$ cat config.mk
export PLATFORM = sky130hd
export DESIGN_NAME = spi_frame_sequencer
export DESIGN_NICKNAME = d
export VERILOG_FILES = /design/src/rtl/spi_frame_sequencer.sv
export SDC_FILE = /design/constraint.sdc
export NUM_CORES = 1
export LEC_CHECK = 0
export CAP_MARGIN = 20
export CORE_ASPECT_RATIO = 0.5
export CORE_MARGIN = 3
export CORE_UTILIZATION = 35
export DETAILED_ROUTE_END_ITERATION = 6
export PLACE_DENSITY = 0.55
export SLEW_MARGIN = 20
export SYNTH_ARGS = -nofsm -noshare
export SYNTH_HDL_FRONTEND = slang
export SYNTH_SLANG_ARGS = --single-unit
$ cat constraint.sdc
create_clock -name clk -period 2.5 [get_ports clk]
set_input_delay 0.25 -clock clk [delete_from_list [all_inputs] [get_ports clk]]
set_output_delay 0.25 -clock clk [all_outputs]
set_load 0.02 [all_outputs]
$ cat src/rtl/spi_frame_sequencer.sv
// spi_frame_sequencer: turns length-prefixed UART frames into SPI transfers and returns MISO bytes through a response FIFO.
// Optional macro STATUS_BYTE_EN appends a status byte (8'h00 ok, 8'hE1 timeout) after each frame's responses.
module spi_frame_sequencer #(
  parameter int MAX_LEN        = 16,
  parameter int FIFO_DEPTH     = 4,
  parameter int TIMEOUT_CYCLES = 100000
) (
  input  logic       clk,
  input  logic       rst,
  input  logic       uart_done,
  input  logic [7:0] uart_data,
  input  logic       spi_done,
  input  logic [7:0] spi_rx_data,
  input  logic       tx_busy,
  output logic       spi_start,
  output logic [7:0] spi_tx_data,
  output logic       tx_start,
  output logic [7:0] tx_data,
  output logic       frame_active,
  output logic [4:0] bytes_left,
  output logic       err_timeout,
  output logic       err_overrun,
  output logic       err_len
);
  localparam int PTR_W = (FIFO_DEPTH > 1) ? $clog2(FIFO_DEPTH) : 1;
  localparam int CNT_W = PTR_W + 1;
  localparam int TMO_W = $clog2(TIMEOUT_CYCLES + 1);
  localparam logic [CNT_W-1:0] FIFO_FULL = CNT_W'(FIFO_DEPTH);
  localparam logic [TMO_W-1:0] TMO_LIMIT = TMO_W'(TIMEOUT_CYCLES);
  localparam logic [7:0]       MAX_LEN_B = 8'(MAX_LEN);

  typedef enum logic [2:0] {
    ST_IDLE      = 3'd0,
    ST_WAIT_DATA = 3'd1,
    ST_SPI_ISSUE = 3'd2,
    ST_SPI_WAIT  = 3'd3
`ifdef STATUS_BYTE_EN
    , ST_STATUS  = 3'd4
`endif
  } main_state_t;

  typedef enum logic [1:0] {
    TX_IDLE    = 2'd0,
    TX_PULSE   = 2'd1,
    TX_WAIT_HI = 2'd2,
    TX_WAIT_LO = 2'd3
  } tx_state_t;

  main_state_t      main_state_r, main_next_s;
  tx_state_t        tx_state_r, tx_next_s;
  logic             hold_full_r;
  logic [7:0]       hold_data_r;
  logic [TMO_W-1:0] tmo_cnt_r;
  logic [7:0]       fifo_mem_r [FIFO_DEPTH];
  logic [PTR_W-1:0] wr_ptr_r, rd_ptr_r;
  logic [CNT_W-1:0] fifo_cnt_r;

  logic       hold_take_s, issue_s, push_s, pop_s;
  logic [7:0] push_data_s;
  logic       frame_start_s, frame_end_s, len_err_s, timeout_s, byte_done_s;
  logic       overrun_s;
`ifdef STATUS_BYTE_EN
  logic       status_load_s;
  logic [7:0] status_val_s;
  logic [7:0] status_r;
`endif

  assign overrun_s = uart_done & hold_full_r;

  // Main frame FSM: next state and per-cycle action strobes.
  always_comb begin
    main_next_s   = main_state_r;
    hold_take_s   = 1'b0;
    issue_s       = 1'b0;
    push_s        = 1'b0;
    push_data_s   = spi_rx_data;
    frame_start_s = 1'b0;
    frame_end_s   = 1'b0;
    len_err_s     = 1'b0;
    timeout_s     = 1'b0;
    byte_done_s   = 1'b0;
`ifdef STATUS_BYTE_EN
    status_load_s = 1'b0;
    status_val_s  = 8'h00;
`endif
    case (main_state_r)
      ST_IDLE: begin
        if (hold_full_r) begin
          hold_take_s = 1'b1;
          if ((hold_data_r == 8'd0) || (hold_data_r > MAX_LEN_B)) begin
            len_err_s = 1'b1;
          end else begin
            frame_start_s = 1'b1;
            main_next_s   = ST_WAIT_DATA;
          end
        end else begin
          main_next_s = ST_IDLE;
        end
      end
      ST_WAIT_DATA: begin
        // A FIFO slot is reserved before issuing so the response push can never overflow.
        if (hold_full_r) begin
          if (fifo_cnt_r < FIFO_FULL) begin
            hold_take_s = 1'b1;
            issue_s     = 1'b1;
            main_next_s = ST_SPI_ISSUE;
          end else begin
            main_next_s = ST_WAIT_DATA;
          end
        end else if (tmo_cnt_r >= TMO_LIMIT) begin
          timeout_s = 1'b1;
`ifdef STATUS_BYTE_EN
          status_load_s = 1'b1;
          status_val_s  = 8'hE1;
          main_next_s   = ST_STATUS;
`else
          frame_end_s = 1'b1;
          main_next_s = ST_IDLE;
`endif
        end else begin
          main_next_s = ST_WAIT_DATA;
        end
      end
      ST_SPI_ISSUE: main_next_s = ST_SPI_WAIT;
      ST_SPI_WAIT: begin
        if (spi_done) begin
          push_s      = 1'b1;
          byte_done_s = 1'b1;
          if (bytes_left == 5'd1) begin
`ifdef STATUS_BYTE_EN
            status_load_s = 1'b1;
            status_val_s  = 8'h00;
            main_next_s   = ST_STATUS;
`else
            frame_end_s = 1'b1;
            main_next_s = ST_IDLE;
`endif
          end else begin
            main_next_s = ST_WAIT_DATA;
          end
        end else begin
          main_next_s = ST_SPI_WAIT;
        end
      end
`ifdef STATUS_BYTE_EN
      ST_STATUS: begin
        if (fifo_cnt_r < FIFO_FULL) begin
          push_s      = 1'b1;
          push_data_s = status_r;
          frame_end_s = 1'b1;
          main_next_s = ST_IDLE;
        end else begin
          main_next_s = ST_STATUS;
        end
      end
`endif
      default: main_next_s = ST_IDLE;
    endcase
  end

  // Main FSM state, holding register, inter-byte timer and frame status outputs.
  always_ff @(posedge clk or negedge rst) begin
    if (!rst) begin
      main_state_r <= ST_IDLE;
      hold_full_r  <= 1'b0;
      hold_data_r  <= 8'h00;
      tmo_cnt_r    <= '0;
      spi_start    <= 1'b0;
      spi_tx_data  <= 8'h00;
      frame_active <= 1'b0;
      bytes_left   <= 5'd0;
      err_len      <= 1'b0;
      err_timeout  <= 1'b0;
      err_overrun  <= 1'b0;
`ifdef STATUS_BYTE_EN
      status_r     <= 8'h00;
`endif
    end else begin
      main_state_r <= main_next_s;
      if (hold_take_s) begin
        hold_full_r <= 1'b0;
      end else if (uart_done && !hold_full_r) begin
        hold_full_r <= 1'b1;
        hold_data_r <= uart_data;
      end
      if ((main_state_r != ST_WAIT_DATA) || timeout_s) begin
        tmo_cnt_r <= '0;
      end else if (!hold_full_r) begin
        tmo_cnt_r <= tmo_cnt_r + TMO_W'(1);
      end
      spi_start <= issue_s;
      if (issue_s) begin
        spi_tx_data <= hold_data_r;
      end
      if (frame_start_s) begin
        frame_active <= 1'b1;
      end else if (frame_end_s) begin
        frame_active <= 1'b0;
      end
      if (frame_start_s) begin
        bytes_left <= hold_data_r[4:0];
      end else if (timeout_s) begin
        bytes_left <= 5'd0;
      end else if (byte_done_s) begin
        bytes_left <= bytes_left - 5'd1;
      end
      if (len_err_s) begin
        err_len <= 1'b1;
      end else if (frame_start_s) begin
        err_len <= 1'b0;
      end
      if (timeout_s) begin
        err_timeout <= 1'b1;
      end else if (frame_start_s) begin
        err_timeout <= 1'b0;
      end
      if (overrun_s) begin
        err_overrun <= 1'b1;
      end else if (frame_start_s) begin
        err_overrun <= 1'b0;
      end
`ifdef STATUS_BYTE_EN
      if (status_load_s) begin
        status_r <= status_val_s;
      end
`endif
    end
  end

  // Response FIFO storage, pointers and occupancy.
  always_ff @(posedge clk or negedge rst) begin
    if (!rst) begin
      for (int i = 0; i < FIFO_DEPTH; i++) begin
        fifo_mem_r[i] <= 8'h00;
      end
      wr_ptr_r   <= '0;
      rd_ptr_r   <= '0;
      fifo_cnt_r <= '0;
    end else begin
      if (push_s) begin
        fifo_mem_r[wr_ptr_r] <= push_data_s;
        wr_ptr_r             <= wr_ptr_r + PTR_W'(1);
      end
      if (pop_s) begin
        rd_ptr_r <= rd_ptr_r + PTR_W'(1);
      end
      case ({push_s, pop_s})
        2'b10:   fifo_cnt_r <= fifo_cnt_r + CNT_W'(1);
        2'b01:   fifo_cnt_r <= fifo_cnt_r - CNT_W'(1);
        default: fifo_cnt_r <= fifo_cnt_r;
      endcase
    end
  end

  // TX drain FSM: pops on entry to TX_PULSE, then tracks one full tx_busy high/low cycle.
  always_comb begin
    tx_next_s = tx_state_r;
    pop_s     = 1'b0;
    case (tx_state_r)
      TX_IDLE: begin
        if ((fifo_cnt_r != '0) && !tx_busy) begin
          pop_s     = 1'b1;
          tx_next_s = TX_PULSE;
        end else begin
          tx_next_s = TX_IDLE;
        end
      end
      TX_PULSE: tx_next_s = TX_WAIT_HI;
      TX_WAIT_HI: begin
        if (tx_busy) begin
          tx_next_s = TX_WAIT_LO;
        end else begin
          tx_next_s = TX_WAIT_HI;
        end
      end
      TX_WAIT_LO: begin
        if (!tx_busy) begin
          tx_next_s = TX_IDLE;
        end else begin
          tx_next_s = TX_WAIT_LO;
        end
      end
      default: tx_next_s = TX_IDLE;
    endcase
  end

  // TX FSM state and registered uart_tx strobe/data.
  always_ff @(posedge clk or negedge rst) begin
    if (!rst) begin
      tx_state_r <= TX_IDLE;
      tx_start   <= 1'b0;
      tx_data    <= 8'h00;
    end else begin
      tx_state_r <= tx_next_s;
      tx_start   <= pop_s;
      if (pop_s) begin
        tx_data <= fifo_mem_r[rd_ptr_r];
      end
    end
  end

endmodule
==> run metrics, run 1 <==
outcome complete, no violations; first-pass GRT wire length 14.50 mm; Synth Instances 330; largest family of logic cells by synthesized area multiplexers; final instance area 5306 um^2; minimum clock period 1.951 ns; Sink Count 96; Pre-antenna DRT Iters 4; commonest non-fill, non-tap cell in the layout dfrtp_1; Avg Cell Area, Syn 13.03 um^2; layout cells sized above 1 24.10%; Distinct cells, synth 44; Placeable Area 11490 um^2; simple-gate share of the synthesized area 10.04%; # IOs 48; Crit path arrival time 2.21 ns; sequential-to-total area share from yosys stat 55.86%; # setup viols final 0; GRT Overall Usage 13.24%; CP max stage cell dfrtp_1; Adder-Cell Fraction of Synth Area 3.084%; syn nets 361; total CTS buffers 9; CTS tree done; CP required 2.76 ns; critical path start-end classification reg -> reg; delay-heaviest family, CP adder cells; register bit total from synthesis 96; root buf cell clkbuf_16; pwr/cell area 1169 nW/um^2; final hold vios 0; Iteration-0 DRC Markers 116; Die H 84.38 um; Synth top area share 55.86%; Setup Buffers After CTS 0; Synth area leaders dfrtp_1, mux2_2, mux4_2, xor2_1, ha_1; post-synthesis mux area share 19.09%; highest clock rate 0.5125 GHz; initial antenna violation count 0; Rows 27; total grt overflow 0; Total Wirelength 8.373 mm; largest net degree at the start of global routing 54; Max Cap Viol 0; per-cell routed wire length 15.25 um; area post-placement 4974 um^2; Slew headroom 53.81%; Post-Synth XOR/XNOR Area 4.888%; period utilisation layout 78.05%; fill count 1021; commonest cells after routing, fill and taps aside dfrtp_1, mux2_2, clkdlybuf4s50_1, nor2_1, nand2_1; Die ar. 13730 um^2; IO Port Bufs 47; Max Fanout on Critical Path 9; Mapped Area 4300 um^2; leakage power 2.245 nW; n_diodes 0; slew at the pin closest to its max-slew limit 0.6928 ns; Die Wd 162.8 um; Hold Path Class reg -> reg; critical path cell sequence and3_1 -> inv_1 -> ha_1 -> inv_1 -> fa_1 -> xor2_1 -> nor2_1 -> xor2_1; unrepaired setup endpoints after global routing false; skew final 0.005251 ns; Final ANT Viol Nets 0; vias in the first global route 2978; Finished Core Util 46.20%; clock-pin slew on the worst setup and hold paths 0.06 ns; fin. max-slew vios 0; Via Count 2650; placer's final routability congestion estimate 0.7603; P&R area growth vs syn 23.39%; FF/Latch Area 2402 um^2; startpoint types register; Initial Util 37.44%; Max VDD drop 0.3895 mV; Clk Latency, worst-skew pair 0.34 ns; clock buffer depth 2; DRC viols 0; Total Negative Setup Slacks 0 ns; most area-hungry cell type in the Yosys netlist dfrtp_1; critical path endpoint category register; Crit path largest cell delay 0.48 ns; Buf/Inv on CP 2; Vias/cell 4.827; H-tree depth 3; multi-input logic area 1813 um^2; hpwl dp 5.899 mm; Final #Nets 416; Yosys warnings 0; Synth Area in Compound Gates 4.917%
==> kinds of logic (layout without fill, tap and decap cells) <==
kind of cell,count (synthesis),count (layout)
AO/OA/AOI/OAI,27,27
XOR/XNOR,24,24
adder cells (fa/ha/maj),10,10
buffers and inverters,20,80
flip-flops,96,96
multiplexers,65,65
AND/OR/NAND/NOR,88,88
==> stage by stage <==
step	std cells	power, W	hold slack (ns)	setup slack, ns
3_3_place_gp	532	0.004706	0.3229	0.3516
2_1_floorplan	330	0.004011	-0.04559	0.3252
5_1_grt	549	0.006621	0.4999	0.3728
3_5_place_dp	532	0.004818	0.3357	0.3196
4_1_cts	549	0.006306	0.4964	0.5148
6_report	549	0.006205	0.4858	0.5488
==> registers in the layout, indices dropped and copies added, names as in the netlist, 2 cells and up <==
register / count
tmo_cnt_r: 17
main_state_r: 2
tx_state_r: 2
hold_data_r: 8
bytes_left: 5
fifo_cnt_r: 3
wr_ptr_r: 2
rd_ptr_r: 2
tx_data: 8
spi_tx_data: 8
fifo_mem_r: 32
==> cell usage after synthesis (all sizes together) <==
| cell | instances |
|---|---|
| a2111oi | 1 |
| a21o | 3 |
| a21oi | 7 |
| a22o | 1 |
| a31oi | 1 |
| and2 | 1 |
| and3 | 3 |
| and4 | 3 |
| buf | 7 |
| clkbuf | 2 |
| dfrtp | 96 |
| fa | 1 |
| ha | 9 |
| inv | 11 |
| mux2 | 56 |
| mux2i | 1 |
| mux4 | 8 |
| nand2 | 26 |
| nand2b | 1 |
| nand3 | 6 |
| nand3b | 1 |
| nand4 | 3 |
| nor2 | 27 |
| nor2b | 4 |
| nor3 | 4 |
| nor4 | 4 |
| nor4b | 2 |
| o211ai | 2 |
| o21ai | 10 |
| o221ai | 1 |
| o31ai | 1 |
| or3 | 2 |
| or4 | 1 |
| xnor2 | 9 |
| xor2 | 15 |
==> power by group <==
part	total, W	internal (W)	leakage [nW]	switching, W
logic	0.00207	0.00117	0.895	0.000906
registers	0.00267	0.00215	1.20	0.000517
clock network	0.00146	0.000902	0.152	0.000558
==> repair_timing <==
item | 4_1_cts | 5_1_grt
hold buffers | 1 | 0
endpoints found under the setup margin | 0 | 0
gates resized for setup | 0 | 0
endpoints found under the hold margin | 52 | 0
==> layout make-up <==
| class | instances | area share [%] |
|---|---|---|
| Sequential cell | 96 | 45.27 |
| Multi-Input combinational cell | 214 | 34.17 |
| Timing Repair Buffer | 53 | 9.950 |
| Clock buffer | 11 | 4.574 |
| Tap cell | 159 | 3.749 |
| Clock inverter | 5 | 1.509 |
| Inverter | 11 | 0.7781 |
==> worst paths after layout <==
kind	startpoint	endpoint	slack, ns	cells past startpoint
min in group asynchronous	rst	spi_tx_data[6]$_DFFE_PN0P_	0.50	2
min	err_timeout$_DFFE_PN0P_	err_timeout$_DFFE_PN0P_	0.49	1
max reg2reg	main_state_r[1]$_DFFE_PN0N_	fifo_cnt_r[2]$_DFFE_PN0P_	0.55	8
max in group asynchronous	rst	wr_ptr_r[0]$_DFFE_PN0P_	1.30	3
min reg2reg	err_timeout$_DFFE_PN0P_	err_timeout$_DFFE_PN0P_	0.49	1
max	main_state_r[1]$_DFFE_PN0N_	fifo_cnt_r[2]$_DFFE_PN0P_	0.55	8
==> per-layer routing <==
layer	vias up	part of all wire (%)	GRT usage [%]
met3	8	2.9	3.598
met2	34	50	23.07
li1	1264	-	-
met4	0	1.0	4.068
met1	1344	46	16.14
met5	-	0	0
(Power assumes the default switching activity.)
==> run 2, diff against run 1 <==
PLACE_DENSITY = 0.57   (was 0.55)
clock period = 1.58 ns   (was 2.5 ns; I/O delays follow)
==> run 2 against run 1 <==
The flow now finishes with violations (negative setup slack). Count of clock-buffer cells in the layout unchanged. Clock skew is 0.0051 ns higher. Combinational power rose by 110%. Total power is 69% higher. Register-to-register slack worse by 0.75 ns. Critical endpoint unchanged. Highest routed layer unchanged.
==> run metrics, run 2 (same netlist as run 1, synthesis figures left out) <==
startpoint types register; # setup viols final 26; Hold Path Class in -> async; Top reg by flops fifo_mem_r; Die H 84.38 um; Total Negative Setup Slacks -0.9051 ns; Max Cap Viol 0; Final #Nets 467; Total Wirelength 9.275 mm; highest clock rate 0.5603 GHz; Clk Latency, worst-skew pair 0.34 ns; Vias/cell 4.798; Slew headroom 67.68%; slew at the pin closest to its max-slew limit 0.4848 ns; Pre-antenna DRT Iters 4; Die ar. 13730 um^2; critical path endpoint category register; slack of the critical path -0.2049 ns; P&R area growth vs syn 40.65%; Placeable Area 11490 um^2; pwr/cell area 1738 nW/um^2; CP max stage cell dfrtp_1; commonest cells after routing, fill and taps aside dfrtp_1, mux2_2, buf_4, clkdlybuf4s50_1, nand2_1; Initial Util 37.44%; dpl ws -0.4704 ns; crit-path most repeated cell xor2_1; Sink Count 96; critical path start-end classification reg -> reg; Rows 27; reg2reg setup slack -0.20 ns; GRT Overall Usage 14.29%; total grt overflow 0; H-tree depth 3; clock buffer depth 2; Crit path largest cell delay 0.40 ns; period utilisation layout 113.0%; placer's final routability congestion estimate 0.7209; largest net degree at the start of global routing 35; first-pass GRT wire length 15.64 mm; root buf cell clkbuf_16; fin. max-slew vios 0; # IOs 48; per-cell routed wire length 15.48 um; Max VDD drop 0.6668 mV; Via Count 2874; Buf/Inv on CP 1; vias in the first global route 3160; minimum clock period 1.785 ns; Crit path arrival time 2.04 ns; commonest non-fill, non-tap cell in the layout dfrtp_1; failing checks negative setup slack; Final ANT Viol Nets 0; initial antenna violation count 0; unrepaired setup endpoints after global routing true; Top Registers fifo_mem_r x32, tmo_cnt_r x17; skew final 0.01032 ns; critical path cell sequence nor4_4 -> ha_4 -> inv_2 -> fa_2 -> xor2_1 -> nor2_1 -> xor2_1; max reg flops 32; fill count 996; Max Fanout on Critical Path 2; CTS tree done; Iteration-0 DRC Markers 91; total CTS buffers 9; hpwl dp 6.605 mm; n_diodes 0; IO Port Bufs 47; outcome finished with violations; clock-pin slew on the worst setup and hold paths 0.06 ns; final hold vios 0; CP required 1.84 ns; delay-heaviest family, CP adder cells; layout cells sized above 1 42.05%; Die Wd 162.8 um; leakage power 2.580 nW; DRC viols 0
-- run 2: area by class of cell --
class                      instances  area (um^2)  area share (%)
clock inverter                     4        22.52          0.3724
clock buffer                      11        232.7           3.848
sequential                        96         2405           39.76
tap                              159        198.9           3.289
multi-input combinational        214         2153           35.60
timing repair buffer             104        994.7           16.45
inverter                          11        41.29          0.6827
-- run 2: per-stage QoR --
step	utilization (%)	cell area [um^2]	power (W)	instances	hold slack, ns
after floorplan	-	4337	0.006408	330	-0.1376
after global placement	46.97	5395	0.008011	580	0.1367
after detailed placement	46.97	5395	0.008212	580	0.1478
after CTS	50.93	5849	0.01047	597	0.3314
after global routing	52.66	6048	0.01121	599	0.3753
final	52.66	6048	0.01051	599	0.3162
-- run 2: final timing paths --
path | end | cells past startpoint | from
worst max-delay path | fifo_cnt_r[2]$_DFFE_PN0P_ | 7 | tx_state_r[1]$_DFF_PN0_
worst min-delay path | fifo_mem_r[10]$_DFFE_PN0P_ | 2 | rst
worst max register to register | fifo_cnt_r[2]$_DFFE_PN0P_ | 7 | tx_state_r[1]$_DFF_PN0_
worst min register to register | err_timeout$_DFFE_PN0P_ | 1 | err_timeout$_DFFE_PN0P_
max in group asynchronous | spi_tx_data[3]$_DFFE_PN0P_ | 3 | rst
min in group clk | hold_data_r[4]$_DFFE_PN0P_ | 2 | uart_data[4]
-- run 2: where the power goes --
part / switching [W] / leakage [nW] / internal [W]
Combinational: 0.00197 / 1.26 / 0.00246
Sequential: 0.000730 / 1.20 / 0.00341
Clock: 0.000888 / 0.125 / 0.00105
Total: 0.00359 / 2.58 / 0.00692
-- run 2: repair_timing --
action | 4_1_cts | 5_1_grt
setup buffers | 2 | 2
resized for setup | 45 | 36
hold buffers | 1 | 0
gates cloned | 0 | 0
endpoints found under the setup margin | 30 | 38
pin swaps | 17 | 17
endpoints found under the hold margin | 32 | 0
-- run 2: routing by layer --
layer  up-vias  global-route usage [%]  part of all wire, %
li1       1367                       -                    -
met1      1460                   18.55                   46
met2        33                   23.52                   49
met3        14                   3.647                  2.9
met4         0                   4.758                  1.8
met5         -                       0                    0
